$ cat config.mk
export PLATFORM = sky130hd
export DESIGN_NAME = lock_sequencer
export DESIGN_NICKNAME = d
export VERILOG_FILES = /design/src/rtl/lock_sequencer.sv
export SDC_FILE = /design/constraint.sdc
export NUM_CORES = 1
export LEC_CHECK = 0
export CAP_MARGIN = 20
export CORE_MARGIN = 2
export CORE_UTILIZATION = 54
export DETAILED_ROUTE_END_ITERATION = 8
export PLACE_DENSITY = 0.82
export SYNTH_ARGS = -nofsm -noshare
export SYNTH_HDL_FRONTEND = slang
export SYNTH_SLANG_ARGS = --single-unit
$ cat constraint.sdc
create_clock -name clk -period 2.5 [get_ports clk]
set_clock_uncertainty 0.05 [all_clocks]
set_input_delay 0.5 -clock clk [delete_from_list [all_inputs] [get_ports clk]]
set_output_delay 0.5 -clock clk [all_outputs]
set_load 0.02 [all_outputs]
$ cat src/rtl/lock_sequencer.sv
// Central sequencer for the 4-switch combination lock: stores the key, tracks
// the attempt budget and the per-second countdown, and reports unset/armed/open/alert.
// Ports: clk/rst (async active-high), sw key switches, set_btn/cmp_btn request
// levels (edge-detected here); BCD tries_left/secs_left plus open/locked/alert/key_valid flags.
// Every output is registered, so actions become visible one cycle after the button edge.
module lock_sequencer #(
  parameter int TICK_DIV  = 100000000,
  parameter int MAX_TRIES = 5,
  parameter int TIMEOUT_S = 9,
  parameter int OPEN_S    = 5
) (
  input  logic       clk,
  input  logic       rst,
  input  logic [3:0] sw,
  input  logic       set_btn,
  input  logic       cmp_btn,
  output logic [3:0] tries_left,
  output logic [3:0] secs_left,
  output logic       open,
  output logic       locked,
  output logic       alert,
  output logic       key_valid
);

  typedef enum logic [1:0] {
    S_UNSET = 2'd0,
    S_ARMED = 2'd1,
    S_OPEN  = 2'd2,
    S_ALERT = 2'd3
  } state_t;

  localparam int            PW         = (TICK_DIV > 1) ? $clog2(TICK_DIV) : 1;
  localparam logic [PW-1:0] PRE_LAST   = PW'(TICK_DIV - 1);
  localparam logic [3:0]    TRIES_INIT = 4'(MAX_TRIES);
  localparam logic [3:0]    ARMED_SECS = 4'(TIMEOUT_S);
  localparam logic [3:0]    OPEN_SECS  = 4'(OPEN_S);

  state_t        state, state_nxt;
  logic [3:0]    key, key_nxt;
  logic [3:0]    tries_nxt, secs_nxt;
  logic          key_valid_nxt;
  logic [PW-1:0] presc, presc_nxt;
  logic          set_q, cmp_q;
  logic          set_p, cmp_p, tick;
  logic          open_nxt, locked_nxt, alert_nxt;

  assign set_p = set_btn & ~set_q;
  assign cmp_p = cmp_btn & ~cmp_q;
  // The one-second prescaler only runs while a countdown is active.
  assign tick  = ((state == S_ARMED) || (state == S_OPEN)) && (presc == PRE_LAST);

  // State register together with the datapath and registered outputs.
  always_ff @(posedge clk or posedge rst) begin
    if (rst) begin
      state      <= S_UNSET;
      key        <= 4'd0;
      tries_left <= TRIES_INIT;
      secs_left  <= ARMED_SECS;
      key_valid  <= 1'b0;
      presc      <= '0;
      set_q      <= 1'b0;
      cmp_q      <= 1'b0;
      open       <= 1'b0;
      locked     <= 1'b1;
      alert      <= 1'b0;
    end else begin
      state      <= state_nxt;
      key        <= key_nxt;
      tries_left <= tries_nxt;
      secs_left  <= secs_nxt;
      key_valid  <= key_valid_nxt;
      presc      <= presc_nxt;
      set_q      <= set_btn;
      cmp_q      <= cmp_btn;
      open       <= open_nxt;
      locked     <= locked_nxt;
      alert      <= alert_nxt;
    end
  end

  // Next-state and datapath update.
  always_comb begin
    state_nxt     = state;
    key_nxt       = key;
    tries_nxt     = tries_left;
    secs_nxt      = secs_left;
    key_valid_nxt = key_valid;

    case (state)
      S_UNSET: begin
        if (set_p) begin
          key_nxt       = sw;
          key_valid_nxt = 1'b1;
          tries_nxt     = TRIES_INIT;
          secs_nxt      = ARMED_SECS;
          state_nxt     = S_ARMED;
        end
      end
      S_ARMED: begin
        // A correct compare pre-empts any tick on the same edge; set is ignored.
        if (cmp_p && (sw == key)) begin
          tries_nxt = TRIES_INIT;
          secs_nxt  = OPEN_SECS;
          state_nxt = S_OPEN;
        end else begin
          // Wrong guess and tick may land together; both decrements apply.
          if (cmp_p && (tries_left != 4'd0)) tries_nxt = tries_left - 4'd1;
          if (tick && (secs_left != 4'd0))   secs_nxt  = secs_left - 4'd1;
          // Zero is only reachable through one of the decrements above.
          if ((tries_nxt == 4'd0) || (secs_nxt == 4'd0)) state_nxt = S_ALERT;
        end
      end
      S_OPEN: begin
        if (set_p) begin
          key_nxt   = sw;
          tries_nxt = TRIES_INIT;
          secs_nxt  = ARMED_SECS;
          state_nxt = S_ARMED;
        end else if (tick) begin
          if (secs_left <= 4'd1) begin
            secs_nxt  = ARMED_SECS;
            state_nxt = S_ARMED;
          end else begin
            secs_nxt = secs_left - 4'd1;
          end
        end
      end
      default: begin
        // Alert holds everything until reset.
      end
    endcase

    // Prescaler restarts on every state entry so each state gets full seconds.
    if (state_nxt != state) begin
      presc_nxt = '0;
    end else if ((state == S_ARMED) || (state == S_OPEN)) begin
      presc_nxt = tick ? '0 : presc + 1'b1;
    end else begin
      presc_nxt = '0;
    end
  end

  // Output decode from the next state, captured by the register process.
  always_comb begin
    open_nxt   = (state_nxt == S_OPEN);
    locked_nxt = ~open_nxt;
    alert_nxt  = (state_nxt == S_ALERT);
  end

endmodule
# ---- After elaboration in Yosys (flattened, before gate mapping)
# Cells that the tools add are included.
dict set report totals {
  regBits 47
  elab_cells 73
  out_inout_bits 12
  inputBits 8
}
dict set report classes {
  magnitude_cmp 1
  n_reduce_logical 18
  muxes 25
  add_sub_neg 3
  n_bitwise 5
  n_eq_ne 10
}
# cell count
set ops {}
lappend ops {{27-bit two-way mux} 3}
lappend ops {{4-bit two-way mux} 13}
lappend ops {{27-bit by 1-bit adder with 27-bit output, second input constant} 1}
lappend ops {{27-bit equality test, second input constant} 1}
lappend ops {{2-bit two-way mux} 6}
lappend ops {{4-bit one-hot mux with 3 select lines} 1}
lappend ops {{4-bit logical NOT} 2}
lappend ops {{4-bit one-hot mux with 2 select lines} 1}
lappend ops {{4-bit nonzero test} 2}
lappend ops {{4-bit by 1-bit subtractor with 4-bit output, second input constant} 2}
lappend ops {{2-bit equality test, second input constant} 3}
lappend ops {{2-bit one-hot mux with 3 select lines} 1}
lappend ops {{2-bit AND reduction} 3}
lappend ops {{4-bit equality test} 1}
lappend ops {{4-bit by 1-bit less-or-equal comparator with 1-bit output, second input constant} 1}
lappend ops {{1-bit logical AND} 4}
lappend ops {{3-bit inequality test, second input constant} 1}
lappend ops {{1-bit NOT} 3}
lappend ops {{3-bit AND reduction} 1}
lappend ops {{3-bit nonzero test} 1}
lappend ops {{1-bit AND} 2}
lappend ops {{2-bit by 1-bit equality test with 1-bit output, second input constant} 1}
lappend ops {{2-bit logical NOT} 1}
lappend ops {{1-bit logical OR} 2}
lappend ops {{5 further kinds} 5}

# ---- Longest topological paths before layout
# Gate-level depths: netlist of run 1.
dict set report depth {
  depth_word 14
  ltp_mapped 10
  mapped_depth_nobuf 8
}

# ---- Least setup slack after synthesis of run 1
# No wires, ideal clock.
dict set report synth_path {
  path_type {flip-flop to flip-flop}
  startpoint {register state[0]}
  endpoint {register presc[17]}
  setup_time_ps 129
  path_slack_ps -86
  synth_period_minus_slack_ps 2586
  t_required_ps 2321
  path_buffers 2
  arrival_time_ps 2408
  stages_incl_launch_ff 11
  cell_sequence {dfrtp_1 inv_1 ha_1 and4bb_2 nand4_4 or4_4 o211ai_2 a32o_1 buf_6 buf_12 nor3_2}
}
dict set report synth_between {
  elab_chain_cells 14
  word_cells_on_any_way 22
  classes_between {3 x eq/ne; 13 x mux; 6 x reduce/logical}
}
# element line_no
set synth_rtl {}
lappend synth_rtl {{from (decl)} 38} ;# state_t state, state_nxt;
lappend synth_rtl {{from (signal assigned)} 67} ;# state <= state_nxt;
lappend synth_rtl {{2-bit by 1-bit equality test with 1-bit output or 2-bit equality test (tied branches)} {50, 89, 136}}
lappend synth_rtl {{1-bit logical OR} {50, 136}}
lappend synth_rtl {{1-bit logical AND} 50} ;# assign tick = ((state == S_ARMED) || (state == S_OPEN)) && (presc == PRE_LAST);
lappend synth_rtl {{1-bit logical AND} 108} ;# if (tick && (secs_left != 4'd0)) secs_nxt = secs_left - 4'd1;
lappend synth_rtl {{4-bit two-way mux} 108}
lappend synth_rtl {{4-bit two-way mux} 101} ;# if (cmp_p && (sw == key)) begin
lappend synth_rtl {{4-bit two-way mux} 89} ;# case (state)
lappend synth_rtl {{4-bit logical NOT} 110} ;# if ((tries_nxt == 4'd0) || (secs_nxt == 4'd0)) state_nxt = S_ALERT;
lappend synth_rtl {{1-bit logical OR} 110}
lappend synth_rtl {{2-bit two-way mux} 110}
lappend synth_rtl {{2-bit two-way mux} 101}
lappend synth_rtl {{2-bit one-hot mux with 3 select lines} 89}
lappend synth_rtl {{2-bit inequality test} 134} ;# if (state_nxt != state) begin
lappend synth_rtl {{27-bit two-way mux (*)} 134}
lappend synth_rtl {{net presc_nxt[17]} 42} ;# logic [PW-1:0] presc, presc_nxt;
lappend synth_rtl {{to (signal assigned)} 72} ;# presc <= presc_nxt;
lappend synth_rtl {{to (decl)} 42}
# The timed path passes the listed nets; every way through them passes the cells marked *. The select of a mux whose other input is x is not followed.
# A chain may end at the register's enable or synchronous reset.

# ---- Worst setup path in the final report of run 1
dict set report layout_path {
  startpoint {register secs_left[0]}
  endpoint {register presc[23]}
}
dict set report layout_between {
  elab_chain_cells 12
  word_cells_on_any_way 17
  classes_between {1 x add/sub; 1 x order compare; 1 x eq/ne; 10 x mux; 4 x reduce/logical}
}
# element line_no
set layout_rtl {}
lappend layout_rtl {{from (decl)} 18} ;# output logic [3:0] secs_left,
lappend layout_rtl {{from (signal assigned)} 70} ;# secs_left <= secs_nxt;
lappend layout_rtl {{branches (longest 9 deep; another with 4-bit by 1-bit subtractor with 4-bit output)} --}
lappend layout_rtl {{2-bit one-hot mux with 3 select lines (*)} 89}
lappend layout_rtl {{2-bit inequality test (*)} 134}
lappend layout_rtl {{27-bit two-way mux (*)} 134}
lappend layout_rtl {{net presc_nxt[23]} 42}
# Mark *: on every way through the listed nets, which the timed path passes. The select of a mux whose other input is x is not followed.

==> results of run 1 <==
-- cells by family after synthesis --
family	Yosys count	share of synthesized area, %
simple gates	131	27.92
compound gates	54	12.74
flops	47	38.97
buf+inv	31	5.525
xor+xnor	30	8.660
fa+ha+maj	9	3.711
mux	7	2.474
-- sequential cells by signal, summed over array words and instances, names as in the netlist, 2 cells and up --
name and cells:
state 2, key 4, secs_left 4, tries_left 4
presc 27
-- routing by layer --
layer  track usage, %  vias up
met5                0        -
met1            30.45     1273
met3            5.455       23
met2            38.47      100
li1                 -     1219
met4            9.483        0
-- where the power goes --
group | leakage (nW) | switching [mW] | total (mW) | internal (mW)
Combinational | 0.834 | 0.856 | 1.51 | 0.653
Clock | 0.0485 | 0.284 | 0.485 | 0.201
Sequential | 0.619 | 0.0872 | 0.953 | 0.866
-- Yosys cell counts (4+ instances only) --
master	count
dfrtp_1	42
nor2_1	22
nor3_2	20
inv_1	18
nor3_1	17
xnor2_1	17
nand2_1	13
nand3_1	13
o21ai_0	13
xor2_1	13
ha_1	9
nand4_1	9
a21oi_1	6
and4_1	5
clkbuf_1	5
dfstp_2	5
nand2b_1	5
and2_1	4
mux2_2	4
o31ai_1	4
-- timing repair --
item / in CTS / in global routing
gates resized for setup: 0 / 25
endpoints found under the setup margin: 0 / 30
setup buffers: 0 / 7
hold buffers: 0 / 0
-- area by class of cell --
| cell class | count | area [um2] | area share (%) |
|---|---|---|---|
| Multi-Input combinational cell | 231 | 1817 | 48.16 |
| Sequential cell | 47 | 1182 | 31.34 |
| Timing Repair Buffer | 53 | 521.8 | 13.83 |
| Tap cell | 72 | 90.09 | 2.388 |
| Inverter | 18 | 70.07 | 1.857 |
| Clock buffer | 5 | 68.82 | 1.824 |
| Clock inverter | 3 | 22.52 | 0.5970 |
-- stage by stage --
stage / cell area, um2 / TNS (ns)
4_1_cts: 3536 / 0
2_1_floorplan: 3047 / 0
3_3_place_gp: 3445 / 0
5_1_grt: 3772 / -0.8756
6_report: 3772 / 0
3_5_place_dp: 3445 / -0.08206
-- cell usage in the layout, fill, tap and decap left out, types with 17 or more instances in the layout --
| cell | count |
|---|---|
| dfrtp_1 | 42 |
| buf_4 | 28 |
| nor2_1 | 22 |
| nor3_2 | 22 |
| clkdlybuf4s50_1 | 19 |
| xnor2_1 | 17 |
-- final timing paths --
check	slack, ns	to	start
hold reg to reg	0.41	key_valid	key_valid
hold / removal	0.41	key_valid	key_valid
setup / recovery	0.003	presc[23]	secs_left[0]
max in group asynchronous	1.65	secs_left[3]	rst
min in group asynchronous	0.48	cmp_q	rst
setup reg to reg	0.003	presc[23]	secs_left[0]
==> results_dict.tcl, run 1 <==
set metrics [dict create \
    cts_buffers 5 \
    final_nets 373 \
    grt_use_total_pct 23.62 \
    ys_ff_latch 47 \
    syn_nets 326 \
    grt_pass1_vias 2507 \
    setup_violations 0 \
    clockBufferDepth 2 \
    worst-slew-pin-transition_ns 0.4595 \
    cts-root-buf "clkbuf_8" \
    status "finished clean" \
    num_vias 2615 \
    clock_sinks 47 \
    slew_headroom_pct 69.27 \
    clkTransAtPathRegs_ns 0.09 \
    area_growth_syn_to_layout_pct 24.33 \
    postSynthAreaPerCell_um2 9.819 \
    fmax_mhz 400.5 \
    cp-start-kind "register" \
    drive_gt1_share_pct 27.73 \
    ant_nets 0 \
    synth_edf_count 0 \
    whs_path_depth 1 \
    place_hpwl_um 4836 \
    viasPerCell 6.096 \
    critPathKind "reg -> reg" \
    cp.arrival_ns 2.65 \
    cts_tree "yes" \
    highest_layer "met4" \
    synth_area_mm2 0.003034 \
    overflow 0 \
    fin_cells 429 \
    setup_slack_ns 0.003060 \
    drtIter0Drc 206 \
    seq_area_frac_synth_pct 38.97 \
    coreArea_mm2 0.005473 \
    synthDistinctLibCells 65 \
    wl_per_cell_um 17.22 \
    synthTopCellsByArea "dfrtp_1, nor3_2, xnor2_1" \
    syn_inst 309 \
    rsz0062_at_grt "true" \
    hp-class "reg -> reg" \
    leakagePower_nw 1.502 \
    yosysWarnings 0 \
    port_buffers 19 \
    path_cells "inv_4, ha_4, nor3_2, o2111ai_2, or4_4, o211ai_4, a32o_2, clkbuf_16, nor3_4" \
    die_x_um 78.96 \
    pre_cts_slack_ns -0.02765 \
    hold_viol_final 0 \
    crit_path_top_delay_cell "dfstp_2" \
    synth_area_leader_cell "dfrtp_1" \
    totalPowerFinal_mw 2.947 \
    max_cap_violations 0 \
    cp.depth 9 \
    synth_top_area_share_pct 34.64 \
    async_flop_share_pct 100.0 \
    fillers 427 \
    crit_family "simple AND/OR/NAND/NOR gates" \
    endpoint_kind "register" \
    wl_met3_um 452 \
    insertion_delay_ns 0.32 \
    grt_first_pass_wirelength_um 11590 \
    num_rows 27 \
    peakVddDrop_mv 0.4655 \
    die_h_um 78.96 \
    route.met2.wl_um 3643 \
    period_share_pct 99.88 \
    critPathMaxFanout 7 \
    ff2ff_path_depth 9 \
    place_congestion 0.9740 \
    die-area_mm2 0.006235 \
    antennaDiodeCount 0 \
    min_period_ns 2.497 \
    drt_first_pass_iters 6 \
    grt_max_degree 48 \
    slew_violations 0 \
    ctsHtreeMaxLevel 2 \
    cp.buffers_inverters 2 \
    placed_cells 411 \
    utilization_pct 68.93 \
    wl_um 7389 \
    ys.flop_type "dfrtp_1" \
    whs_ns 0.4138 \
    wl_met1_um 3138 \
    p_per_area_mw_per_mm2 781.3 \
    crit_required_ns 2.65 \
    route.detailed.drc 0 \
    antenna_found_initial 0 \
    ioPinCount 20 \
    initial_core_util_pct 55.44 \
    cpPeakStageDelay_ns 0.56 \
]
Note: power is estimated with default switching activity, not from simulation.
==> run 2: changes to the inputs <==
--- a/config.mk
+++ b/config.mk
@@ -7,9 +7,11 @@
 export LEC_CHECK = 0
 export CAP_MARGIN = 20
 export CORE_MARGIN = 2
-export CORE_UTILIZATION = 54
+export CORE_UTILIZATION = 65
+export CTS_BUF_LIST = sky130_fd_sc_hd__clkbuf_16
 export DETAILED_ROUTE_END_ITERATION = 8
-export PLACE_DENSITY = 0.82
+export DONT_BUFFER_PORTS = 1
+export PLACE_DENSITY = 0.86
 export SYNTH_ARGS = -nofsm -noshare
 export SYNTH_HDL_FRONTEND = slang
 export SYNTH_SLANG_ARGS = --single-unit
==> constraint.sdc (replaced) <==
create_clock -name clk -period 3.1 [get_ports clk]
set_clock_uncertainty 0.05 [all_clocks]
set_input_delay 0.62 -clock clk [delete_from_list [all_inputs] [get_ports clk]]
set_output_delay 0.62 -clock clk [all_outputs]
set_load 0.02 [all_outputs]
==> run 2 against run 1 <==
Against the previous run:
- power decreased by 23%
- global-route usage increased by 3.9 points
- worst hold slack got worse by 0.39 ns
- fmax decreased by 13%
- non-clock buffer count decreased by 48
- via count decreased by 8.8%
- first-iteration DRC count decreased by 17%
- routed wire length decreased by 9.8%
- final cell count decreased by 16%
- clock power increased by 28%
- largest power group is now sequential cells
==> results_dict.tcl, run 2 (synthesis results as in run 1) <==
set metrics [dict create \
    coreArea_mm2 0.004414 \
    route.detailed.drc 0 \
    period_share_pct 93.04 \
    port_buffers 0 \
    slew_headroom_pct 55.08 \
    final.setup.tns_ns 0 \
    dpl-instance-area_mm2 0.003054 \
    final_nets 325 \
    max_cap_violations 0 \
    crit_path_top_delay_cell "or4_4" \
    crit_family "simple AND/OR/NAND/NOR gates" \
    antenna_found_initial 0 \
    grt_pass1_vias 2376 \
    peakVddDrop_mv 0.7888 \
    critPathMaxFanout 27 \
    cp.buffers_inverters 2 \
    die-area_mm2 0.005230 \
    setup_violations 0 \
    cts_buffers 5 \
    utilization_pct 73.47 \
    cts_tree "yes" \
    fmax_mhz 346.7 \
    place_congestion 0.9225 \
    die_h_um 72.32 \
    drive_gt1_share_pct 16.83 \
    num_vias 2385 \
    initial_core_util_pct 68.74 \
    cts_resized 0 \
    area_growth_syn_to_layout_pct 6.887 \
    cts_hold_buf 0 \
    cp-start-kind "register" \
    critPathKind "reg -> reg" \
    cts-root-buf "clkbuf_16" \
    overflow 0 \
    grt_first_pass_wirelength_um 11180 \
    num_rows 24 \
    wl_um 6664 \
    crit_required_ns 3.22 \
    layout_common_cells "dfrtp_1, nor2_1, nor3_2" \
    hold_viol_final 0 \
    drt_first_pass_iters 5 \
    leakagePower_nw 1.284 \
    placed_cells 352 \
    rsz0062_at_grt "false" \
    final_area_mm2 0.003243 \
    slew_violations 0 \
    insertion_delay_ns 0.29 \
    viasPerCell 6.607 \
    fillers 321 \
    setup_slack_ns 0.2158 \
    place_hpwl_um 4583 \
    grt_use_total_pct 27.53 \
    cts_post_setup_buffers_inserted 0 \
    ctsHtreeMaxLevel 2 \
    clock_sinks 47 \
    top_register "presc" \
    clkTransAtPathRegs_ns 0.06 \
    whs_ns 0.02486 \
    cp.arrival_ns 3.00 \
    final_common_cell "dfrtp_1" \
    p_per_area_mw_per_mm2 696.6 \
    ioPinCount 20 \
    hp-class "in -> async" \
    cpPeakStageDelay_ns 0.56 \
    clockBufferDepth 2 \
    status "finished clean" \
    worst-slew-pin-transition_ns 0.6693 \
    min_period_ns 2.884 \
    endpoint_kind "register" \
    fin_cells 361 \
    path_cells "inv_1, ha_1, and4bb_2, nand4_4, or4_4, o211ai_2, a32o_1, buf_12, nor3_1" \
    grt_max_degree 48 \
    largest_register_ffs 27 \
    pre_cts_slack_ns 0.2577 \
    die_x_um 72.32 \
    totalPowerFinal_mw 2.259 \
    ant_nets 0 \
    drtIter0Drc 171 \
    wl_per_cell_um 18.46 \
    antennaDiodeCount 0 \
]
[run 2: changes by cell type in the layout (fill, tap and decap cells not counted), moves of 4 or more]
cell             before  now
buf_4                28    2
clkdlybuf4s50_1      19    0
nor3_1                9   17
nor3_4                6    0
clkbuf_8              5    0
inv_1                13   17
[run 2: layer usage]
metal  global-route usage, %  wire length (um)  up-vias
li1                        -                 -     1119
met1                   36.46              2958     1165
met2                   43.93              3195       90
met3                   6.806               388       11
met4                   10.06               122        0
met5                       0                 0        -
[run 2: path summary, 6_finish.rpt]
check                           startpoint            to  slack [ns]  depth (start not counted)
worst max-delay path              state[0]      presc[4]        0.22                          9
max in group asynchronous              rst  secs_left[0]        2.48                          2
min in group clk                   set_btn         set_q        0.30                          0
worst max register to register    state[0]      presc[4]        0.22                          9
worst min register to register      key[1]        key[1]        0.48                          1
worst min-delay path                   rst     presc[21]        0.02                          1
[run 2: worst register-to-register path, cell delays in order, from the launching register on]
cell      delay (ns)
dfrtp_1         0.48
inv_1           0.17
ha_1            0.39
and4bb_2        0.28
nand4_4         0.13
or4_4           0.56
o211ai_2        0.11
a32o_1          0.27
buf_12          0.23
nor3_1          0.10
[run 2: final cells by class]
type / count / area (um2) / area share (%)
multi-input combinational: 231 / 1684 / 51.93
sequential: 47 / 1182 / 36.46
clock buffer: 5 / 125.1 / 3.858
timing repair buffer: 5 / 75.07 / 2.315
inverter: 18 / 67.56 / 2.083
tap: 52 / 65.06 / 2.006
clock inverter: 3 / 43.79 / 1.350
[run 2: power breakdown]
part	leakage [nW]	internal, mW	switching (mW)
Clock	0.0838	0.381	0.240
Sequential	0.619	0.701	0.120
Combinational	0.582	0.300	0.518
Total	1.28	1.38	0.878
